File: src/rtl/vga_timing_pkg.sv
// Shared 640x480@60 timing constants and the sync/valid decode record.
// Build option: VGA_SYNC_PIPE_EN adds one pixel of lag on hsync/vsync/valid.
package vga_timing_pkg;
  localparam int CNT_W = 10;

  localparam int H_DISP_DEF   = 640;
  localparam int H_FP_DEF     = 16;
  localparam int H_SYNC_DEF   = 96;
  localparam int H_BP_DEF     = 48;
  localparam int V_DISP_DEF   = 480;
  localparam int V_FP_DEF     = 10;
  localparam int V_SYNC_DEF   = 2;
  localparam int V_BP_DEF     = 33;
  localparam bit SYNC_POL_DEF = 1'b0;

  localparam int H_TOTAL      = H_DISP_DEF + H_FP_DEF + H_SYNC_DEF + H_BP_DEF;
  localparam int V_TOTAL      = V_DISP_DEF + V_FP_DEF + V_SYNC_DEF + V_BP_DEF;
  localparam int H_SYNC_START = H_DISP_DEF + H_FP_DEF;
  localparam int H_SYNC_END   = H_SYNC_START + H_SYNC_DEF;
  localparam int V_SYNC_START = V_DISP_DEF + V_FP_DEF;
  localparam int V_SYNC_END   = V_SYNC_START + V_SYNC_DEF;

  typedef struct packed {
    logic hsync;
    logic vsync;
    logic valid;
  } sync_t;
endpackage

File: src/rtl/wrap_counter.sv
// Modulo counter with a combinational next value and a wrap strobe
// (high while enabled and sitting on the last count).
module wrap_counter #(
  parameter int WIDTH   = 10,
  parameter int MODULUS = 800
) (
  input  logic             clk,
  input  logic             rst,
  input  logic             en,
  output logic [WIDTH-1:0] value,
  output logic [WIDTH-1:0] value_next,
  output logic             wrap
);
  logic at_max;

  always_comb begin
    at_max     = (value == WIDTH'(MODULUS - 1));
    wrap       = en && at_max;
    value_next = value;
    if (en) value_next = at_max ? '0 : value + WIDTH'(1);
  end

  always_ff @(posedge clk) begin
    if (rst) value <= '0;
    else     value <= value_next;
  end
endmodule

File: src/rtl/vga_timing_gen.sv
// VGA raster timing: pixel-enabled h/v counters with registered sync/valid.
// Build option: VGA_SYNC_PIPE_EN delays hsync/vsync/valid by one pixel.
module vga_timing_gen
  import vga_timing_pkg::*;
#(
  parameter int H_DISP   = H_DISP_DEF,
  parameter int H_FP     = H_FP_DEF,
  parameter int H_SYNC   = H_SYNC_DEF,
  parameter int H_BP     = H_BP_DEF,
  parameter int V_DISP   = V_DISP_DEF,
  parameter int V_FP     = V_FP_DEF,
  parameter int V_SYNC   = V_SYNC_DEF,
  parameter int V_BP     = V_BP_DEF,
  parameter bit SYNC_POL = SYNC_POL_DEF
) (
  input  logic             clk,
  input  logic             rst,
  input  logic             pix_en,
  output logic [CNT_W-1:0] h_cnt,
  output logic [CNT_W-1:0] v_cnt,
  output logic             hsync,
  output logic             vsync,
  output logic             valid,
  output logic             line_start,
  output logic             frame_start
);
  localparam int H_TOT = H_DISP + H_FP + H_SYNC + H_BP;
  localparam int V_TOT = V_DISP + V_FP + V_SYNC + V_BP;
  localparam logic [CNT_W-1:0] H_VIS = CNT_W'(H_DISP);
  localparam logic [CNT_W-1:0] V_VIS = CNT_W'(V_DISP);
  localparam logic [CNT_W-1:0] H_SS  = CNT_W'(H_DISP + H_FP);
  localparam logic [CNT_W-1:0] H_SE  = CNT_W'(H_DISP + H_FP + H_SYNC);
  localparam logic [CNT_W-1:0] V_SS  = CNT_W'(V_DISP + V_FP);
  localparam logic [CNT_W-1:0] V_SE  = CNT_W'(V_DISP + V_FP + V_SYNC);

  logic [CNT_W-1:0] h_next, v_next;
  logic             h_wrap, v_wrap;
  sync_t            stage, stage_d;

  wrap_counter #(.WIDTH(CNT_W), .MODULUS(H_TOT)) u_h_cnt (
    .clk(clk), .rst(rst), .en(pix_en),
    .value(h_cnt), .value_next(h_next), .wrap(h_wrap)
  );

  wrap_counter #(.WIDTH(CNT_W), .MODULUS(V_TOT)) u_v_cnt (
    .clk(clk), .rst(rst), .en(h_wrap),
    .value(v_cnt), .value_next(v_next), .wrap(v_wrap)
  );

  function automatic sync_t decode(input logic [CNT_W-1:0] h, input logic [CNT_W-1:0] v);
    sync_t d;
    d.hsync = (h >= H_SS && h < H_SE) ? SYNC_POL : ~SYNC_POL;
    d.vsync = (v >= V_SS && v < V_SE) ? SYNC_POL : ~SYNC_POL;
    d.valid = (h < H_VIS) && (v < V_VIS);
    return d;
  endfunction

  // Decoding the next-state counters keeps sync/valid edge-aligned with h_cnt/v_cnt.
  assign stage_d = decode(h_next, v_next);

  always_ff @(posedge clk) begin
    if (rst) begin
      stage       <= decode('0, '0);
      line_start  <= 1'b0;
      frame_start <= 1'b0;
    end else begin
      stage       <= stage_d;
      line_start  <= h_wrap;
      frame_start <= h_wrap && v_wrap;
    end
  end

`ifdef VGA_SYNC_PIPE_EN
  sync_t pipe;

  // Extra pixel of lag to match the downstream ROM read latency.
  always_ff @(posedge clk) begin
    if (rst) begin
      pipe.hsync <= ~SYNC_POL;
      pipe.vsync <= ~SYNC_POL;
      pipe.valid <= 1'b0;
    end else if (pix_en) begin
      pipe <= stage;
    end
  end

  assign hsync = pipe.hsync;
  assign vsync = pipe.vsync;
  assign valid = pipe.valid;
`else
  assign hsync = stage.hsync;
  assign vsync = stage.vsync;
  assign valid = stage.valid;
`endif
endmodule
File: config.mk
export PLATFORM = sky130hd
export DESIGN_NAME = vga_timing_gen
export DESIGN_NICKNAME = d
export VERILOG_FILES = /design/src/rtl/vga_timing_pkg.sv /design/src/rtl/wrap_counter.sv /design/src/rtl/vga_timing_gen.sv
export SDC_FILE = /design/constraint.sdc
export NUM_CORES = 1
export LEC_CHECK = 0
export BUFFER_PORTS_ARGS = -buffer_cell sky130_fd_sc_hd__buf_2
export CORE_ASPECT_RATIO = 1.5
export CORE_UTILIZATION = 45
export DETAILED_ROUTE_END_ITERATION = 7
export GPL_TIMING_DRIVEN = 0
export PLACE_DENSITY = 0.68
export REMOVE_ABC_BUFFERS = 1
export SYNTH_ARGS = -nofsm -noshare
export SYNTH_HDL_FRONTEND = slang
export SYNTH_HIERARCHICAL = 1
export SYNTH_SLANG_ARGS = --single-unit
File: constraint.sdc
create_clock -name clk -period 2.4 [get_ports clk]
set_clock_uncertainty 0.15 [all_clocks]
set_input_delay 0.24 -clock clk [delete_from_list [all_inputs] [get_ports clk]]
set_output_delay 0.24 -clock clk [all_outputs]
set_load 0.01 [all_outputs]
### Yosys cells after proc, flatten, opt, wreduce, memory -nomap -nowiden

Cells that the tools add are included.

* add/subtract/negate cells: 2
* $mul: 0
* div/mod/pow operators: 0
* magnitude comparators: 6
* equal/unequal tests: 2
* shift operators: 0
* mux-type cells: 6
* bitwise operators: 0
* reduce and logical (&&, ||, !) cells: 6

Operator list (number)
* 10-bit 2-to-1 mux: 4
* 10-bit by 1-bit adder with 10-bit output (second input constant): 2
* 10-bit equality test (second input constant): 2
* 10-bit < comparator (second input constant): 2
* 10-bit by 9-bit < comparator with 1-bit output (second input constant): 2
* 10-bit greater-or-equal comparator (second input constant): 1
* 10-bit by 9-bit greater-or-equal comparator with 1-bit output (second input constant): 1
* 1-bit logical AND: 6
* 1-bit 2-to-1 mux: 2

* bits in registers: 25
* latch bits: 0
* memory bits (writable): 0
* ROM bits: 0
* input port bits: 3
* output and inout bits: 25
* logic and storage cells: 29
* memories: 0

### Logic depth before layout (Yosys ltp)

Gate-level depths: netlist of the first run.

* word-level depth: 6
* gate-level depth with buffers: 10
* depth with buffers taken out: 9

### Modules after synthesis

Netlist of the first run, hierarchy kept.

Modules (own cells, without submodules)
* wrap_counter (u_h_cnt): times used 1, cells each 63, area an instance 574.3 um2, sequential area each 200.2 um2
* wrap_counter (u_v_cnt): times used 1, cells each 64, area an instance 539.3 um2, sequential area each 200.2 um2
* vga_timing_gen: times used 1, cells each 18, area an instance 187.7 um2, sequential area each 100.1 um2

### Worst setup path before layout of the first run

No wires, ideal clock.

* kind: reg-to-reg
* start: register u_h_cnt.value[0]
* end: register stage, in the netlist vsync
* setup time: 0.134 ns
* arrival time: 2.300 ns
* required time: 2.116 ns
* setup slack: -0.184 ns
* cell stages (with the launch flop): 11
* path buffers: 1
* clock period less this slack: 2.584 ns
* cells stage by stage: dfxtp_1 ha_1 nand4_1 nor3_4 buf_4 nand3_1 nor4_2 xnor2_1 nor2_1 nor4b_1 nand4_1

* longest elaborated chain between the ends: 6
* elaborated cells on any way between the ends: 7
* classes of those cells: 2 x order compare; 1 x eq/ne; 2 x mux; 2 x reduce/logical

Ends and longest elaborated chain
* from (decl): RTL line wrap_counter.sv:10 `output logic [WIDTH-1:0] value,`
* from (signal assigned): RTL line wrap_counter.sv:25 `else value <= value_next;`
* 10-bit equality test *: RTL line wrap_counter.sv:17 `at_max = (value == WIDTH'(MODULUS - 1));`
* 1-bit logical AND *: RTL line wrap_counter.sv:18 `wrap = en && at_max;`
* net h_wrap: RTL line vga_timing_gen.sv:37 `logic h_wrap, v_wrap;`
* 10-bit 2-to-1 mux *: RTL line wrap_counter.sv:20 `if (en) value_next = at_max ? '0 : value + WIDTH'(1);`
* net v_next[9]: RTL line vga_timing_gen.sv:36 `logic [CNT_W-1:0] h_next, v_next;`
* 10-bit by 9-bit greater-or-equal comparator with 1-bit output / 10-bit by 9-bit < comparator with 1-bit output (equally long branches): RTL line vga_timing_gen.sv:53 `d.vsync = (v >= V_SS && v < V_SE) ? SYNC_POL : ~SYNC_POL;`
* 1-bit logical AND *: RTL line vga_timing_gen.sv:53
* 1-bit 2-to-1 mux *: RTL line vga_timing_gen.sv:53
* to (signal assigned): RTL line vga_timing_gen.sv:63 `stage <= decode('0, '0);`
* to (signal assigned): RTL line vga_timing_gen.sv:67 `stage <= stage_d;`
* to (decl): RTL line vga_timing_gen.sv:38 `sync_t stage, stage_d;`

The timed path passes the listed nets; every way through them passes the cells marked *.
A chain may end at the register's enable or synchronous reset.

### Worst setup path in the final report of the first run

* start: register u_h_cnt.value[7]
* end: register stage, in the netlist vsync

Same word-level chain as after synthesis.

==> results of run 1 <==
==> layer usage <==
| layer | GRT usage, % | up-vias |
|---|---|---|
| li1 | - | 575 |
| met1 | 22.66 | 566 |
| met2 | 36.61 | 39 |
| met3 | 2.406 | 8 |
| met4 | 15.15 | 0 |
| met5 | 0 | - |
==> cells in the final DEF (no fill, tap or decap), types with 6 or more instances in the layout <==
cell type,instances
nand4_1,9
inv_1,7
buf_2,27
buf_4,8
nor2_1,7
nand3_1,8
dfxtp_1,19
xnor2_1,6
nand2_1,13
nor3_1,8
==> power by group through the flow <==
stage	clock, W	combinational (W)	sequential [W]
2_1_floorplan	0	0.00000925	0.000435
3_3_place_gp	0	0.0000252	0.000435
3_5_place_dp	0	0.0000258	0.000436
4_1_cts	0.000260	0.0000259	0.000427
5_1_grt	0.000278	0.0000311	0.000428
6_report	0.000248	0.0000276	0.000427
==> worst min-delay path: stages <==
cell and delay (ns):
buf_2 0.17, xnor2_1 0.18, nor3_1 0.04
==> state kept, by name, indices dropped and copies added (netlist names) <==
signal / flops
u_h_cnt/value: 10
u_v_cnt/value: 10
vsync: 1
hsync: 1
line_start: 1
frame_start: 1
valid: 1
==> worst min-delay path by stage <==
stage / to / cells past startpoint
after floorplan: u_h_cnt/value[7]$_SDFF_PP0_ / 1
after global placement: u_v_cnt/value[0]$_SDFF_PP0_ / 2
after detailed placement: u_v_cnt/value[0]$_SDFF_PP0_ / 2
after CTS: u_h_cnt/value[0]$_SDFF_PP0_ / 3
after global routing: u_h_cnt/value[1]$_SDFF_PP0_ / 3
final: u_h_cnt/value[0]$_SDFF_PP0_ / 3
==> timing repair <==
| item | CTS | global route |
|---|---|---|
| resized for setup | 11 | 6 |
| endpoints found under the setup margin | 11 | 3 |
| setup buffers | 8 | 1 |
| pin swaps | 11 | 5 |
==> stage by stage <==
step / cells / utilization, % / instance area, µm² / total power, W
6_report: 214 / 60.13 / 1627 / 0.0007032
5_1_grt: 214 / 60.13 / 1627 / 0.0007378
4_1_cts: 213 / 58.65 / 1587 / 0.0007127
3_5_place_dp: 201 / 53.28 / 1441 / 0.0004614
3_3_place_gp: 201 / 53.28 / 1441 / 0.0004604
2_1_floorplan: 137 / - / 1260 / 0.0004444
==> cell type report <==
class | instances | area share (%)
Clock buffer | 3 | 2.538
Timing Repair Buffer | 36 | 12.69
Clock inverter | 1 | 0.4615
Inverter | 7 | 1.615
Tap cell | 37 | 2.846
Multi-Input combinational cell | 105 | 48.31
Sequential cell | 25 | 31.54
==> impl_metrics.py, run 1 <==
metrics = {
    "outcome": {
        "outcome": "finished with violations",
        "violations": "negative setup slack",
    },
    "critical_path": {
        "setup.worst_path.start_class": "flip-flop",
        "crit_top_cell": "nand4_1",
        "r2r_slack_ns": -0.06,
        "cp-end-kind": "flip-flop",
        "endpoint": "vsync$_SDFF_PP1_",
        "path_cells": "or4b_4 -> nor3_4 -> buf_6 -> nand4_1 -> xor2_1 -> nor2_1 -> nor4b_2 -> nand4_1",
        "reg2reg_from": "u_h_cnt/value[7]$_SDFF_PP0_",
        "r2r_cells": 8,
        "path_depth": 8,
        "critPathKind": "flip-flop to flip-flop",
        "worstPathRequired_ns": 2.39,
        "max_stage_delay_ns": 0.55,
        "crit_buf_inv": 1,
        "r2r_end": "vsync$_SDFF_PP1_",
        "path_max_fanout": 4,
        "crit_slowest_cell": "or4b_4",
        "crit_start": "u_h_cnt/value[7]$_SDFF_PP0_",
        "path_delay_family": "simple AND/OR/NAND/NOR gates",
        "worstPathArrival_ns": 2.44,
    },
    "finish": {
        "fin_nets": 184,
        "drive_gt1_share_pct": 37.29,
        "antenna_cells": 0,
        "seq_area_um2": 513.0,
        "fillCellCount": 265,
        "multi_input_area_um2": 785.8,
        "syn_to_final_growth_pct": 26.46,
    },
    "pwr": {
        "clkPwrFrac_pct": 35.3,
        "power.density_mw_per_mm2": 432.4,
        "switching_share_pct": 22.24,
        "p_leak_nw": 0.6841,
        "power.net_switching_w": 0.0001564,
        "p_int_w": 0.0005469,
        "power_frac_seq_pct": 60.8,
        "ir_drop_mv": 0.2708,
        "power_frac_comb_pct": 3.9,
    },
    "placement": {
        "gp_congestion": 0.8837,
        "hpwl_mm": 2.085,
        "pre_cts_ws_ns": -0.7628,
        "portBuffers": 27,
    },
    "global_routing": {
        "grt_max_degree": 25,
        "antenna_found_initial": 0,
        "track_usage_pct": 21.11,
        "grt.overflow.total": 0,
        "grt_pass1_wl_mm": 4.754,
        "grt_pass1_vias": 1136,
    },
    "die": {
        "num_io_pins": 28,
        "rows": 23,
        "die_w_um": 45.65,
        "core_mm2": 0.002705,
        "die_h_um": 67.48,
        "start_util_pct": 47.55,
        "fp.dieArea_mm2": 0.003080,
    },
    "clock_network": {
        "cts_buffers": 3,
        "cts_tree": "built",
        "cts_htree_levels": 1,
        "clkTransAtPathRegs_ns": 0.09,
        "cts.path.max_buffers": 2,
        "hold_buffers": 0,
        "clock_latency_ns": 0.26,
        "clockRootBuffer": "clkbuf_8",
        "clock_sinks": 25,
    },
    "route": {
        "viasPerCell": 5.551,
        "dr.pass1.iters": 4,
        "dr.first_iter.drc_count": 41,
        "met3_length_um": 120,
        "postRouteAntennaNets": 0,
        "wl_per_cell_um": 13.61,
        "vias": 1188,
        "met1_length_mm": 1.179,
        "drcViolationCount": 0,
        "routed_wl_mm": 2.912,
        "routed.top_layer": "met4",
        "wl_met2_mm": 1.517,
    },
    "sta": {
        "whs_ns": 0.2495,
        "fin_crit_ns": 2.457,
        "slew_viol_final": 0,
        "finalSetupViolCount": 2,
        "tightest_slew_ns": 0.4594,
        "relSlewSlack_pct": 69.37,
        "period_share_pct": 102.4,
        "rsz0062_at_grt": "yes",
        "setup_tns_ns": -0.1042,
        "hold_viol": 0,
        "timing.final.ws_setup_ns": -0.05748,
        "max_freq_ghz": 0.4069,
    },
    "synthesis": {
        "synth_area_mm2": 0.001286,
        "avgSynthCellArea_um2": 9.122,
        "syn_inst": 141,
        "yosys_warnings": 6,
    },
    "min_path": {
        "hold_path.startpoint": "pix_en",
        "min_path_type": "input port to flip-flop",
    },
    "flow_run": {
        "drv_cap": 0,
    },
}
Note: power is estimated with default switching activity, not from simulation.
==> run 2: changes to the inputs <==
--- a/config.mk
+++ b/config.mk
@@ -8,8 +8,8 @@
 export BUFFER_PORTS_ARGS = -buffer_cell sky130_fd_sc_hd__buf_2
 export CORE_ASPECT_RATIO = 1.5
 export CORE_UTILIZATION = 45
+export CTS_CLUSTER_SIZE = 10
 export DETAILED_ROUTE_END_ITERATION = 7
-export GPL_TIMING_DRIVEN = 0
 export PLACE_DENSITY = 0.68
 export REMOVE_ABC_BUFFERS = 1
 export SYNTH_ARGS = -nofsm -noshare
==> run 2 against run 1 <==
Compared with the run above:
- non-clock buffer count grew 7
- first-iteration DRC count shrank 22%
- combinational power grew 45%
- critical path type unchanged
- critical path depth is the same
- sequential share of layout area shrank 0.77 points
- power grew 1.6%
- hold slack gained 0.018 ns
- clock-buffer cell count is the same
- die area is the same
- the run now ends clean
==> impl_metrics.py, run 2 (synthesis gave the netlist of run 1 again) <==
metrics = {
    "finish": {
        "antenna_cells": 0,
        "reg_top3": "u_h_cnt/value: 10 flops, u_v_cnt/value: 10 flops",
        "most-common-layout-cells": "27 x buf_2, 25 x dfxtp_1, 16 x buf_4",
        "drive_gt1_share_pct": 35.33,
        "final_common_cell": "buf_2",
        "fin_nets": 191,
        "fillCellCount": 262,
        "syn_to_final_growth_pct": 26.46,
    },
    "route": {
        "vias": 1230,
        "viasPerCell": 5.566,
        "drcViolationCount": 0,
        "dr.first_iter.drc_count": 32,
        "postRouteAntennaNets": 0,
        "dr.pass1.iters": 4,
        "wl_per_cell_um": 15.19,
        "routed_wl_mm": 3.358,
    },
    "min_path": {
        "min_path_type": "input port to flip-flop",
        "whs_path_depth": 2,
        "whs_endpoint": "u_v_cnt/value[5]$_SDFF_PP0_",
        "hold_path.startpoint": "rst",
    },
    "critical_path": {
        "crit_buf_inv": 1,
        "path_max_fanout": 4,
        "crit_slowest_cell": "or4b_4",
        "r2r_cells": 8,
        "reg2reg_from": "u_h_cnt/value[6]$_SDFF_PP0_",
        "max_stage_delay_ns": 0.55,
        "worstPathRequired_ns": 2.40,
        "r2r_end": "vsync$_SDFF_PP1_",
        "worstPathArrival_ns": 2.36,
        "r2r_slack_ns": 0.03,
        "path_delay_family": "simple AND/OR/NAND/NOR gates",
        "cp-end-kind": "flip-flop",
        "critPathKind": "flip-flop to flip-flop",
        "setup.worst_path.start_class": "flip-flop",
        "crit_top_cell": "nand4_1",
        "path_cells": "or4b_4 -> nor3_4 -> buf_4 -> nand4_1 -> xor2_1 -> nor2_1 -> nor4b_2 -> nand4_1",
    },
    "flow_run": {
        "drv_cap": 0,
    },
    "clock_network": {
        "clockRootBuffer": "clkbuf_8",
        "clock_sinks": 25,
        "clock_latency_ns": 0.27,
        "hold_buffers": 0,
        "cts.path.max_buffers": 2,
        "cts_tree": "built",
        "cts_buffers": 3,
        "clkTransAtPathRegs_ns": 0.09,
        "cts_htree_levels": 1,
        "post_cts_buffers": 0,
        "cts_resized": 0,
    },
    "pwr": {
        "power.total_w": 0.0007143,
        "p_int_w": 0.0005498,
        "power.net_switching_w": 0.0001644,
        "ir_drop_mv": 0.2585,
        "power_frac_comb_pct": 5.6,
        "clkPwrFrac_pct": 35.6,
        "power.density_mw_per_mm2": 439.1,
        "switching_share_pct": 23.02,
        "power_frac_seq_pct": 58.8,
        "p_leak_nw": 0.7080,
    },
    "placement": {
        "gp_congestion": 0.8937,
        "hpwl_mm": 2.565,
        "portBuffers": 27,
    },
    "global_routing": {
        "grt_pass1_vias": 1178,
        "antenna_found_initial": 0,
        "grt_pass1_wl_mm": 5.313,
        "grt.overflow.total": 0,
        "track_usage_pct": 24.18,
        "grt_max_degree": 25,
    },
    "sta": {
        "tightest_slew_ns": 0.4850,
        "finalSetupViolCount": 0,
        "period_share_pct": 98.63,
        "fin_crit_ns": 2.367,
        "max_freq_ghz": 0.4224,
        "slew_viol_final": 0,
        "setup_tns_ns": 0,
        "rsz0062_at_grt": "yes",
        "hold_viol": 0,
        "relSlewSlack_pct": 67.67,
    },
    "die": {
        "start_util_pct": 47.55,
        "rows": 23,
        "fp.dieArea_mm2": 0.003080,
        "die_h_um": 67.48,
        "die_w_um": 45.65,
        "core_mm2": 0.002705,
        "num_io_pins": 28,
    },
    "outcome": {
        "outcome": "finished, final reports clean",
    },
}
run 2: cell types whose count changed in the layout (fill, tap and decap cells not counted), moves of 2 or more:
cell,before,now
nor2_2,0,2
nor2_1,7,5
dfxtp_4,2,0
dfxtp_1,19,25
dfxtp_2,4,0
buf_4,8,16
run 2: power by group through the flow:
stage | Combinational [W] | Clock (W) | Sequential [W]
6_report | 0.0000399 | 0.000254 | 0.000420
3_3_place_gp | 0.0000394 | 0 | 0.000430
3_5_place_dp | 0.0000396 | 0 | 0.000430
5_1_grt | 0.0000428 | 0.000281 | 0.000421
2_1_floorplan | 0.00000925 | 0 | 0.000435
4_1_cts | 0.0000400 | 0.000259 | 0.000420
run 2: stage by stage:
step	instance area, µm²	worst slack [ns]	hold WS (ns)	std cells	util [%]
4_1_cts	1608	0.02077	0.2606	221	59.44
2_1_floorplan	1260	-0.2311	0.1546	137	-
3_5_place_dp	1562	0.04116	0.3839	217	57.72
6_report	1627	0.03284	0.2670	221	60.13
5_1_grt	1627	-0.1293	0.2734	221	60.13
3_3_place_gp	1562	0.03173	0.3871	217	57.72
run 2: area by class of cell:
class                      count  area, µm²  area share, %
multi-input combinational    105      752.0          46.23
sequential                    25      500.5          30.77
timing repair buffer          43      255.2          15.69
tap                           37      46.29          2.846
clock buffer                   3      41.29          2.538
inverter                       7      26.28          1.615
clock inverter                 1      5.005         0.3077
run 2: worst register-to-register path: cells and delay by family (launching register included):
kind | cells | cell delay (ns)
simple gates | 6 | 1.34
flops | 1 | 0.32
xor+xnor | 1 | 0.27
buf+inv | 1 | 0.16
run 2: worst max path at each step:
stage | start | to | cells after the start
final | u_h_cnt/value[6]$_SDFF_PP0_ | vsync$_SDFF_PP1_ | 8
after floorplan | u_h_cnt/value[0]$_SDFF_PP0_ | vsync$_SDFF_PP1_ | 9
after global routing | u_h_cnt/value[6]$_SDFF_PP0_ | vsync$_SDFF_PP1_ | 8
after CTS | u_h_cnt/value[6]$_SDFF_PP0_ | valid$_SDFF_PP1_ | 8
after global placement | u_h_cnt/value[6]$_SDFF_PP0_ | valid$_SDFF_PP1_ | 8
after detailed placement | u_h_cnt/value[6]$_SDFF_PP0_ | vsync$_SDFF_PP1_ | 8
run 2: metal layers:
metal | share of wire [%] | track usage [%] | vias up
met5 | 0 | 0 | -
met4 | 3.0 | 14.39 | 0
met3 | 3.9 | 3.209 | 11
met2 | 55 | 43.57 | 41
met1 | 38 | 25.45 | 580
li1 | - | - | 598
